**config.mk**
```make
export PLATFORM = sky130hd
export DESIGN_NAME = pipe_ctrl
export DESIGN_NICKNAME = d
export VERILOG_FILES = /design/src/rtl/pipe_ctrl.sv
export SDC_FILE = /design/constraint.sdc
export NUM_CORES = 1
export LEC_CHECK = 0
export ABC_CLOCK_PERIOD_IN_PS = 2800
export CAP_MARGIN = 10
export CORE_ASPECT_RATIO = 0.75
export CORE_UTILIZATION = 42
export DETAILED_ROUTE_END_ITERATION = 8
export PLACE_DENSITY = 0.92
export SKIP_CTS_REPAIR_TIMING = 1
export SYNTH_ARGS = -nofsm -noshare
export SYNTH_HDL_FRONTEND = slang
export SYNTH_SLANG_ARGS = --single-unit
```
**constraint.sdc**
```tcl
create_clock -name i_clk -period 2.8 [get_ports i_clk]
set_clock_uncertainty 0.05 [all_clocks]
set_input_delay 0.7 -clock i_clk [delete_from_list [all_inputs] [get_ports i_clk]]
set_output_delay 0.7 -clock i_clk [all_outputs]
set_load 0.1 [all_outputs]
```
**src/rtl/pipe_ctrl.sv**
```systemverilog
// rtl/pipe_ctrl.sv - pipeline hazard/flush controller with stall watchdog
//
// Purpose: combines per-stage stall requests into a 6-bit hold vector,
// sequences a one-cycle flush on exceptions, and raises a sticky watchdog
// flag when the pipeline stays stalled for STALL_TIMEOUT consecutive cycles.
// Optional performance counters are built when PIPE_CTRL_PERF_EN is defined.
//
// Ports:
//   i_clk              clock, rising edge
//   i_rst              asynchronous reset, active low
//   i_stallreq_if      fetch-side wait request
//   i_stallreq_id      decode-side load-use hazard request
//   i_stallreq_ex      multi-cycle execute request
//   i_stallreq_mem     data-bus wait request
//   i_excpt            exception / flush request from mem stage
//   i_excpt_pc[31:0]   handler address, valid with i_excpt
//   o_stall[5:0]       per-stage hold: pc, if, id, ex, mem, wb (bit0..bit5)
//   o_flush            clear pipeline registers and redirect pc
//   o_flush_pc[31:0]   redirect target, valid with o_flush
//   o_stall_timeout    sticky watchdog flag
//   o_stall_cycles     cycles with any stage held (PIPE_CTRL_PERF_EN only)
//   o_flush_count      number of flush cycles (PIPE_CTRL_PERF_EN only)

module pipe_ctrl #(
    parameter int STALL_TIMEOUT = 255
) (
    input  logic        i_clk,
    input  logic        i_rst,
    input  logic        i_stallreq_if,
    input  logic        i_stallreq_id,
    input  logic        i_stallreq_ex,
    input  logic        i_stallreq_mem,
    input  logic        i_excpt,
    input  logic [31:0] i_excpt_pc,
    output logic [5:0]  o_stall,
    output logic        o_flush,
    output logic [31:0] o_flush_pc,
    output logic        o_stall_timeout,
    output logic [31:0] o_stall_cycles,
    output logic [15:0] o_flush_count
);

    localparam logic [15:0] LP_TIMEOUT = 16'(STALL_TIMEOUT);

    typedef enum logic [1:0] {
        ST_RUN   = 2'd0,
        ST_STALL = 2'd1,
        ST_FLUSH = 2'd2
    } state_t;

    state_t      r_state;
    state_t      w_state_next;
    logic [5:0]  w_stall;
    logic        w_any_req;
    logic [15:0] r_wdog;
    logic [15:0] w_wdog_inc;
    logic        r_timeout;
    logic [31:0] r_flush_pc;

    assign w_any_req = i_stallreq_if | i_stallreq_id | i_stallreq_ex | i_stallreq_mem;

    always_ff @(posedge i_clk or negedge i_rst) begin
        if (!i_rst) begin
            r_state <= ST_RUN;
        end else begin
            r_state <= w_state_next;
        end
    end

    // The most downstream requesting stage wins: holding a stage also holds
    // everything upstream of it.
    always_comb begin
        w_state_next = r_state;
        w_stall      = 6'b000000;
        case (r_state)
            ST_RUN, ST_STALL: begin
                if (i_stallreq_mem) begin
                    w_stall = 6'b011111;
                end else if (i_stallreq_ex) begin
                    w_stall = 6'b001111;
                end else if (i_stallreq_id) begin
                    w_stall = 6'b000111;
                end else if (i_stallreq_if) begin
                    w_stall = 6'b000011;
                end
                if (i_excpt) begin
                    w_state_next = ST_FLUSH;
                end else if (w_any_req) begin
                    w_state_next = ST_STALL;
                end else begin
                    w_state_next = ST_RUN;
                end
            end
            ST_FLUSH: begin
                // Requests and exceptions arriving during the flush are dropped.
                w_state_next = ST_RUN;
            end
            default: begin
                w_state_next = ST_RUN;
            end
        endcase
    end

    // The encoder would otherwise pass live requests through while reset is held.
    assign o_stall = i_rst ? w_stall : 6'b000000;
    assign o_flush = (r_state == ST_FLUSH);

    assign w_wdog_inc = (r_wdog == 16'hFFFF) ? r_wdog : r_wdog + 16'd1;

    // Watchdog counts consecutive stalled cycles as they complete, so the flag
    // becomes visible in the cycle after the STALL_TIMEOUT-th stalled cycle.
    always_ff @(posedge i_clk or negedge i_rst) begin
        if (!i_rst) begin
            r_wdog     <= 16'd0;
            r_timeout  <= 1'b0;
            r_flush_pc <= 32'h0;
        end else begin
            if (w_state_next == ST_STALL) begin
                r_wdog <= w_wdog_inc;
                if (w_wdog_inc >= LP_TIMEOUT) begin
                    r_timeout <= 1'b1;
                end
            end else begin
                r_wdog <= 16'd0;
            end
            if (w_state_next == ST_FLUSH) begin
                r_timeout  <= 1'b0;
                r_flush_pc <= i_excpt_pc;
            end
        end
    end

    assign o_flush_pc      = r_flush_pc;
    assign o_stall_timeout = r_timeout;

`ifdef PIPE_CTRL_PERF_EN
    logic [31:0] r_stall_cycles;
    logic [15:0] r_flush_count;

    always_ff @(posedge i_clk or negedge i_rst) begin
        if (!i_rst) begin
            r_stall_cycles <= 32'd0;
            r_flush_count  <= 16'd0;
        end else begin
            if ((o_stall != 6'b000000) && (r_stall_cycles != 32'hFFFF_FFFF)) begin
                r_stall_cycles <= r_stall_cycles + 32'd1;
            end
            if ((r_state == ST_FLUSH) && (r_flush_count != 16'hFFFF)) begin
                r_flush_count <= r_flush_count + 16'd1;
            end
        end
    end

    assign o_stall_cycles = r_stall_cycles;
    assign o_flush_count  = r_flush_count;
`else
    assign o_stall_cycles = 32'd0;
    assign o_flush_count  = 16'd0;
`endif

endmodule
```
# --- Word-level counts from Yosys, hierarchy flattened ---
# Index checks and enable logic that the tools add are counted.
# Widths: inputs -> output; s select.
classes:
  n_eq_ne: 5
  n_bitwise: 3
  reduce_logical: 5
  n_addsub: 1
  magnitude_cmp: 1
  mux: 14
op_table:
  columns: ["operator", "count"]
  rows:
  - ["$mux 16", 2]
  - ["$add 16x1->16 const B", 1]
  - ["$eq 16x16->1 const B", 1]
  - ["$ge 16x8->1 const B", 1]
  - ["$mux 5", 2]
  - ["$mux 2", 3]
  - ["$mux 6", 1]
  - ["$eq 2x1->1 const B", 2]
  - ["$eq 2x2->1 const B", 2]
  - ["$mux 1", 4]
  - ["$mux 4", 1]
  - ["$reduce_bool 2->1", 2]
  - ["$mux 3", 1]
  - ["$or 1x1->1", 3]
  - ["$logic_not 2->1", 1]
  - ["$reduce_and 2->1", 1]
  - ["$reduce_or 2->1", 1]
totals:
  output_inout_bits: 88
  reg_bits: 51
  in_bits: 39
  word_cells: 33

# --- Logic depth before layout (Yosys ltp) ---
# Gate-level depths: netlist of run 1.
depth:
  depth_word: 9
  ltp_mapped: 9
  ltp_nobuf: 7

# --- Worst setup path after synthesis of run 1 ---
# Ideal clock, no wire load.
synth_path:
  path_type: "in2out"
  start: "in i_rst"
  end: "out o_stall[1]"
  arrival_ns: 2.565
  slack_ns: -0.515
  cell_stages: 3
  path_cell_list: "nand2b_1 > nor2_1 > buf_4"
synth_between:
  elab_chain_cells: 1
synth_lines:
  columns: ["element", "line", "source"]
  rows:
  - ["start, declared", "28", "input logic i_rst,"]
  - ["$mux 6", "105", "assign o_stall = i_rst ? w_stall : 6'b000000;"]
  - ["end, declared", "35", "output logic [5:0] o_stall,"]
# Every way passes these cells.

# --- Worst setup path in the final report of run 1 ---
layout_path:
  start: "in i_stallreq_mem"
  end: "out o_stall[1]"
layout_between:
  elab_chain_cells: 3
layout_lines:
  columns: ["element", "line", "source"]
  rows:
  - ["start, declared", "32", "input logic i_stallreq_mem,"]
  - ["$mux 5", "77", "if (i_stallreq_mem) begin"]
  - ["$mux 5", "75", "case (r_state)"]
  - ["$mux 6", "105", null]
# Every way passes these cells.

==> impl_metrics.py, run 1 <==
metrics = {
    "status": {
        "status": "finished, final reports clean",
    },
    "yosys": {
        "synth_top_area_share_pct": 45.4,
        "syn_inst": 266,
        "synth_edf_count": 0,
        "synth.avg_cell_area_um2": 10.6,
        "synth_seq_area_share_pct": 45.4,
        "ys_seq_elements": 51,
        "synth_cell_types": 47,
        "synthArstFlopShare_pct": 100,
        "synthTopCellsByArea": "dfrtp_1 45%, buf_4 13%, mux2_2 13%, nor2_1 2.5%, nand3_1 1.8%",
        "yosys.area.top_type": "dfrtp_1",
        "ys_warn_count": 0,
        "synth_area_um2": 2810,
        "synth_top_flop_cell": "dfrtp_1",
    },
    "global_routing": {
        "grt_pass1_wl_mm": 9.27,
        "grt_max_degree": 52,
        "grtUsageTotal_pct": 17.2,
        "grt.overflow.total": 0,
        "grtUsageMet1_pct": 23.2,
        "grt_busiest_layer": "met2",
        "grt_pass1_vias": 1884,
        "use_met2_pct": 28.6,
        "grt_antenna_before_repair": 0,
        "met3_usage_pct": 3.23,
    },
    "floorplanning": {
        "dieArea_um2": 7030,
        "pin_count": 127,
        "initial_core_util_pct": 44.1,
        "die_y_um": 72.9,
        "die_w_um": 96.5,
        "coreArea_um2": 6380,
        "rows": 25,
    },
    "setup_path": {
        "worstPathCellList": "clkdlybuf4s50_1 > nor4_1 > nor2_2 > buf_12",
        "critPathArrivalTime_ns": 1.97,
        "cpPeakStageDelay_ns": 0.47,
        "cp_data_required_time_ns": 2.05,
        "path_class": "input port to output port",
        "cp_slowest_cell": "clkdlybuf4s50_1",
        "path_max_fanout": 4,
        "endpoint_kind": "output port",
        "startpoint_type": "input port",
    },
    "flow_run": {
        "max_cap_violations": 0,
    },
    "layout": {
        "fin_nets": 382,
        "layoutNonFillerInstCount": 421,
        "mostFrequentLayoutCells": "51 x dfrtp_1, 49 x conb_1, 37 x clkdlybuf4s50_1",
        "drive_above_1_share_pct": 26.5,
        "fin_util_pct": 55.3,
        "layout.cells.most_common": "dfrtp_1",
        "syn2layout_area_growth_pct": 25.3,
        "insertedDiodeCount": 0,
    },
    "clock_tree": {
        "clk_latency_ns": 0.30,
        "cts_tree": "yes",
        "clock-sinks": 51,
        "clockBufferDepth": 2,
        "cts-buffers-inserted": 5,
        "cts.clk_slew.worst_paths_ns": 0.09,
        "cts-root-buf": "clkbuf_8",
        "htreeDepth": 2,
    },
    "sta": {
        "fin_crit_ns": 2.72,
        "worst_slew_pin_slew_ns": 0.615,
        "rsz0062_at_grt": "no",
        "maxSlewViolCount": 0,
        "setup_viol": 0,
        "fmax_mhz": 367,
        "fin_crit_sh_pct": 97.2,
        "maxSlewHeadroom_pct": 59.0,
        "final.setup.tns_ns": 0,
        "hold_viol": 0,
    },
    "route": {
        "dr.pass1.iters": 4,
        "final_antenna_net_count": 0,
        "wire_per_inst_um": 13.8,
        "post_drt_via_cell_ratio": 5.03,
        "vias": 2118,
        "first_iter_violations": 202,
        "finalWirelength_mm": 5.80,
        "drc": 0,
    },
    "power_and_ir_drop": {
        "p_seq_share_pct": 32.4,
        "netSwitchingPower_mw": 1.42,
        "power.density_nw_per_um2": 771,
        "peakVddDrop_mv": 0.576,
        "clockPowerShare_pct": 15.9,
        "p_leak_nw": 1.64,
        "cellInternalPower_mw": 1.30,
        "netSwitchingFraction_pct": 52.3,
        "comb_power_share_pct": 51.6,
    },
    "place": {
        "port_buffers": 77,
        "dpl.hpwl_mm": 4.40,
        "place_congestion": 0.917,
        "dp_cells": 414,
    },
    "hold_path": {
        "hp-class": "register to register",
    },
}
## metrics by stage
step / power [mW] / hold WS [ns] / worst slack (ns) / cell area [µm²]
after floorplan: 2.07 / 0.354 / -0.00934 / 3000
after global placement: 2.29 / 0.444 / 0.0945 / 3430
after detailed placement: 2.31 / 0.448 / 0.0161 / 3430
after CTS: 2.73 / 0.470 / 0.0731 / 3530
after global routing: 2.80 / 0.489 / 0.0161 / 3530
final: 2.72 / 0.466 / 0.0785 / 3530
## final timing paths
kind	start	to	slack, ns	cells after the start
min reg2reg	o_flush_pc[2]$_DFFE_PN0P_	o_flush_pc[2]$_DFFE_PN0P_	0.47	1
max in group asynchronous	i_rst	r_wdog[8]$_DFF_PN0_	1.78	2
min	o_flush_pc[2]$_DFFE_PN0P_	o_flush_pc[2]$_DFFE_PN0P_	0.47	1
max reg2reg	r_wdog[0]$_DFF_PN0_	o_stall_timeout$_DFFE_PN0P_	0.17	7
min in group asynchronous	i_rst	o_flush_pc[29]$_DFFE_PN0P_	0.50	2
max	i_stallreq_mem	o_stall[1]	0.08	4
## sequential cells by signal (all words and copies together) (netlist names)
register         count
o_flush_pc          32
o_stall_timeout      1
r_state              2
r_wdog              16
## final cells by class
cell class / instances / area [µm²]
fillers: 541 / 2860
flip-flops and latches: 51 / 1280
multi-input cells: 195 / 1260
repair buffers: 80 / 766
well taps: 81 / 101
clock buffers: 6 / 82.6
inverters: 7 / 26.3
clock inverters: 1 / 8.76
## routing by layer
layer / vias up / wire (µm)
met5: - / 0
met4: 0 / 58
met3: 8 / 427
met2: 98 / 2830
met1: 1033 / 2490
li1: 979 / -
## synth_stat cells (all sizes together) (3+ instances only)
master and instances:
nand2 8, nor3 6, dfrtp 51, nor4 4
o21ai 8, a21oi 6, ha 3, nand2b 5
inv 7, a31oi 5, nor2 19, and3 6
clkbuf 7, nand3 10, mux2 32, buf 54
nand4 4
## worst max-delay path: cells and delay by family
family,cells,cell delay (ns)
buf+inv,2,0.67
simple gates,2,0.61
## power by group through the flow
| stage | sequential (mW) | combinational, mW | clock [mW] |
|---|---|---|---|
| 2_1_floorplan | 1.56 | 0.507 | 0 |
| 3_3_place_gp | 0.892 | 1.39 | 0 |
| 3_5_place_dp | 0.897 | 1.41 | 0 |
| 4_1_cts | 0.884 | 1.41 | 0.439 |
| 5_1_grt | 0.895 | 1.44 | 0.471 |
| 6_report | 0.882 | 1.40 | 0.433 |
## cell families after synthesis
family                   count (synthesis)  share of synthesized area [%]
multiplexers                            34                           13.5
other                                    1                          0.133
flip-flops                              51                           45.4
buffers and inverters                   68                           16.2
adder cells (fa/ha/maj)                  3                           1.33
AND/OR/NAND/NOR                         74                           14.8
XOR/XNOR                                 4                           1.25
AO/OA/AOI/OAI                           31                           7.47
Note: power is estimated with default switching activity, not from simulation.
==> run 2, diff against run 1 <==
- ABC_AREA: unset -> 1
- HOLD_SLACK_MARGIN: unset -> 0.12
- PLACE_DENSITY: 0.92 -> 0.91
==> impl_metrics.py, run 2 <==
metrics = {
    "floorplanning": {
        "initial_core_util_pct": 44.4,
        "pin_count": 127,
        "dieArea_um2": 7160,
        "die_y_um": 73.5,
        "die_w_um": 97.4,
        "rows": 25,
        "coreArea_um2": 6440,
    },
    "setup_path": {
        "critPathArrivalTime_ns": 1.88,
        "startpoint_type": "input port",
        "path_class": "input port to output port",
        "endpoint_kind": "output port",
        "rrSetupSlack_ns": 0.76,
        "path_max_fanout": 3,
        "cp_data_required_time_ns": 2.05,
    },
    "route": {
        "post_drt_via_cell_ratio": 4.58,
        "final_antenna_net_count": 0,
        "drc": 0,
        "finalWirelength_mm": 6.26,
        "wire_per_inst_um": 11.6,
        "first_iter_violations": 158,
        "dr.pass1.iters": 5,
        "vias": 2463,
    },
    "layout": {
        "multi_input_area_um2": 1230,
        "fin_nets": 498,
        "seq_area_um2": 1280,
        "insertedDiodeCount": 0,
        "mostFrequentLayoutCells": "152 x nand2_1, 51 x dfrtp_1, 49 x conb_1",
        "layout.cells.most_common": "nand2_1",
        "drive_above_1_share_pct": 13.8,
        "largest_reg_flops": 32,
        "syn2layout_area_growth_pct": 25.6,
        "fillCellCount": 571,
        "fin_area_um2": 3600,
    },
    "yosys": {
        "netlist_top_cells_count": "152 x nand2_1, 51 x dfrtp_1, 50 x buf_4",
        "ys_seq_elements": 51,
        "synth_top_area_share_pct": 44.6,
        "synth.most_common_cell": "nand2_1",
        "synth.avg_cell_area_um2": 7.54,
        "synth_edf_count": 0,
        "synth_top_flop_cell": "dfrtp_1",
        "synth_cell_types": 28,
        "synth_area_um2": 2860,
        "syn_inst": 380,
        "yosys.area.top_type": "dfrtp_1",
        "synthArstFlopShare_pct": 100,
        "synth_seq_area_share_pct": 44.6,
        "synthTopCellsByArea": "dfrtp_1 45%, nand2_1 20%, buf_4 13%, nor2_1 4.2%, inv_1 3.8%",
        "ys_warn_count": 0,
    },
    "clock_tree": {
        "clk_latency_ns": 0.31,
        "cts-buffers-inserted": 5,
        "clock-sinks": 51,
        "clockBufferDepth": 2,
        "cts.clk_slew.worst_paths_ns": 0.08,
        "htreeDepth": 2,
        "cts-root-buf": "clkbuf_8",
        "cts_tree": "yes",
    },
    "sta": {
        "hold_viol": 0,
        "worst_slew_pin_slew_ns": 0.632,
        "final.setup.tns_ns": 0,
        "maxSlewHeadroom_pct": 57.9,
        "rsz0062_at_grt": "no",
        "setup_viol": 0,
        "fin_crit_ns": 2.63,
        "fin_crit_sh_pct": 93.8,
        "fin_ws_ns": 0.172,
        "maxSlewViolCount": 0,
        "fmax_mhz": 381,
    },
    "place": {
        "preCtsSetupSlack_ns": 0.162,
        "port_buffers": 77,
        "place_congestion": 0.925,
        "dpl.hpwl_mm": 4.71,
        "placed_area_um2": 3480,
    },
    "status": {
        "status": "finished, final reports clean",
    },
    "global_routing": {
        "grtUsageTotal_pct": 17.8,
        "grt_pass1_vias": 2322,
        "grt.overflow.total": 0,
        "grt_pass1_wl_mm": 10.1,
        "grt_max_degree": 52,
        "grt_antenna_before_repair": 0,
    },
    "flow_run": {
        "max_cap_violations": 0,
    },
    "power_and_ir_drop": {
        "power.density_nw_per_um2": 744,
        "p_leak_nw": 1.94,
        "peakVddDrop_mv": 0.533,
    },
    "hold_path": {
        "hp-class": "register to register",
    },
}
==> run 2: per-layer routing <==
| metal | vias up | global-route usage (%) | share of wire, % |
|---|---|---|---|
| met4 | 0 | 9.15 | 1.6 |
| met1 | 1125 | 23.9 | 43 |
| li1 | 1205 | - | - |
| met5 | - | 0 | 0 |
| met3 | 10 | 4.09 | 7.8 |
| met2 | 123 | 27.5 | 47 |
==> run 2: cells by family (layout without fill, tap and decap cells) <==
family	after synthesis	in the layout	share of synthesized area [%]
AOI/OAI and AO/OA	16	16	3.23
adders and majority gates	3	3	1.31
xor gates and xnor gates	3	3	0.918
and+or+nand+nor	216	216	31.2
buffers and inverters	90	119	18.7
DFF	51	51	44.6
other	1	49	0.131
==> run 2: metrics by stage <==
step / util, % / power (mW) / cells / hold WS [ns]
6_report: 55.8 / 2.67 / 538 / 0.417
3_3_place_gp: 54.0 / 2.15 / 530 / 0.391
5_1_grt: 55.8 / 2.77 / 538 / 0.454
3_5_place_dp: 54.0 / 2.16 / 530 / 0.408
2_1_floorplan: - / 1.95 / 428 / 0.354
4_1_cts: 55.8 / 2.69 / 538 / 0.419
==> run 2: path summary, 6_finish.rpt <==
kind,from,to,cells after the start
setup / recovery,i_stallreq_mem,o_stall[1],6
hold / removal,r_state[1]$_DFF_PN0_,r_state[1]$_DFF_PN0_,1
setup reg to reg,r_wdog[0]$_DFF_PN0_,o_stall_timeout$_DFFE_PN0P_,13
hold reg to reg,r_state[1]$_DFF_PN0_,r_state[1]$_DFF_PN0_,1
max in group asynchronous,i_rst,r_state[1]$_DFF_PN0_,2
min in group asynchronous,i_rst,o_flush_pc[28]$_DFFE_PN0P_,2
==> run 2: critical path, cell delays in order <==
cell	delay, ns
clkdlybuf4s50_1	0.44
nor3_1	0.27
nand2_1	0.11
nand3_1	0.08
inv_1	0.09
buf_12	0.18
==> run 2: cell type report <==
class,instances,area share (%)
clock inverter,3,1.29
tap,81,2.82
sequential,51,35.5
timing repair buffer,80,20.9
inverter,31,3.27
clock buffer,5,1.91
multi-input combinational,287,34.3
==> run 2: power breakdown <==
part           internal, mW  switching [mW]  total, mW
registers             0.819          0.0519      0.871
logic                 0.210            1.07       1.28
clock network         0.269           0.257      0.526
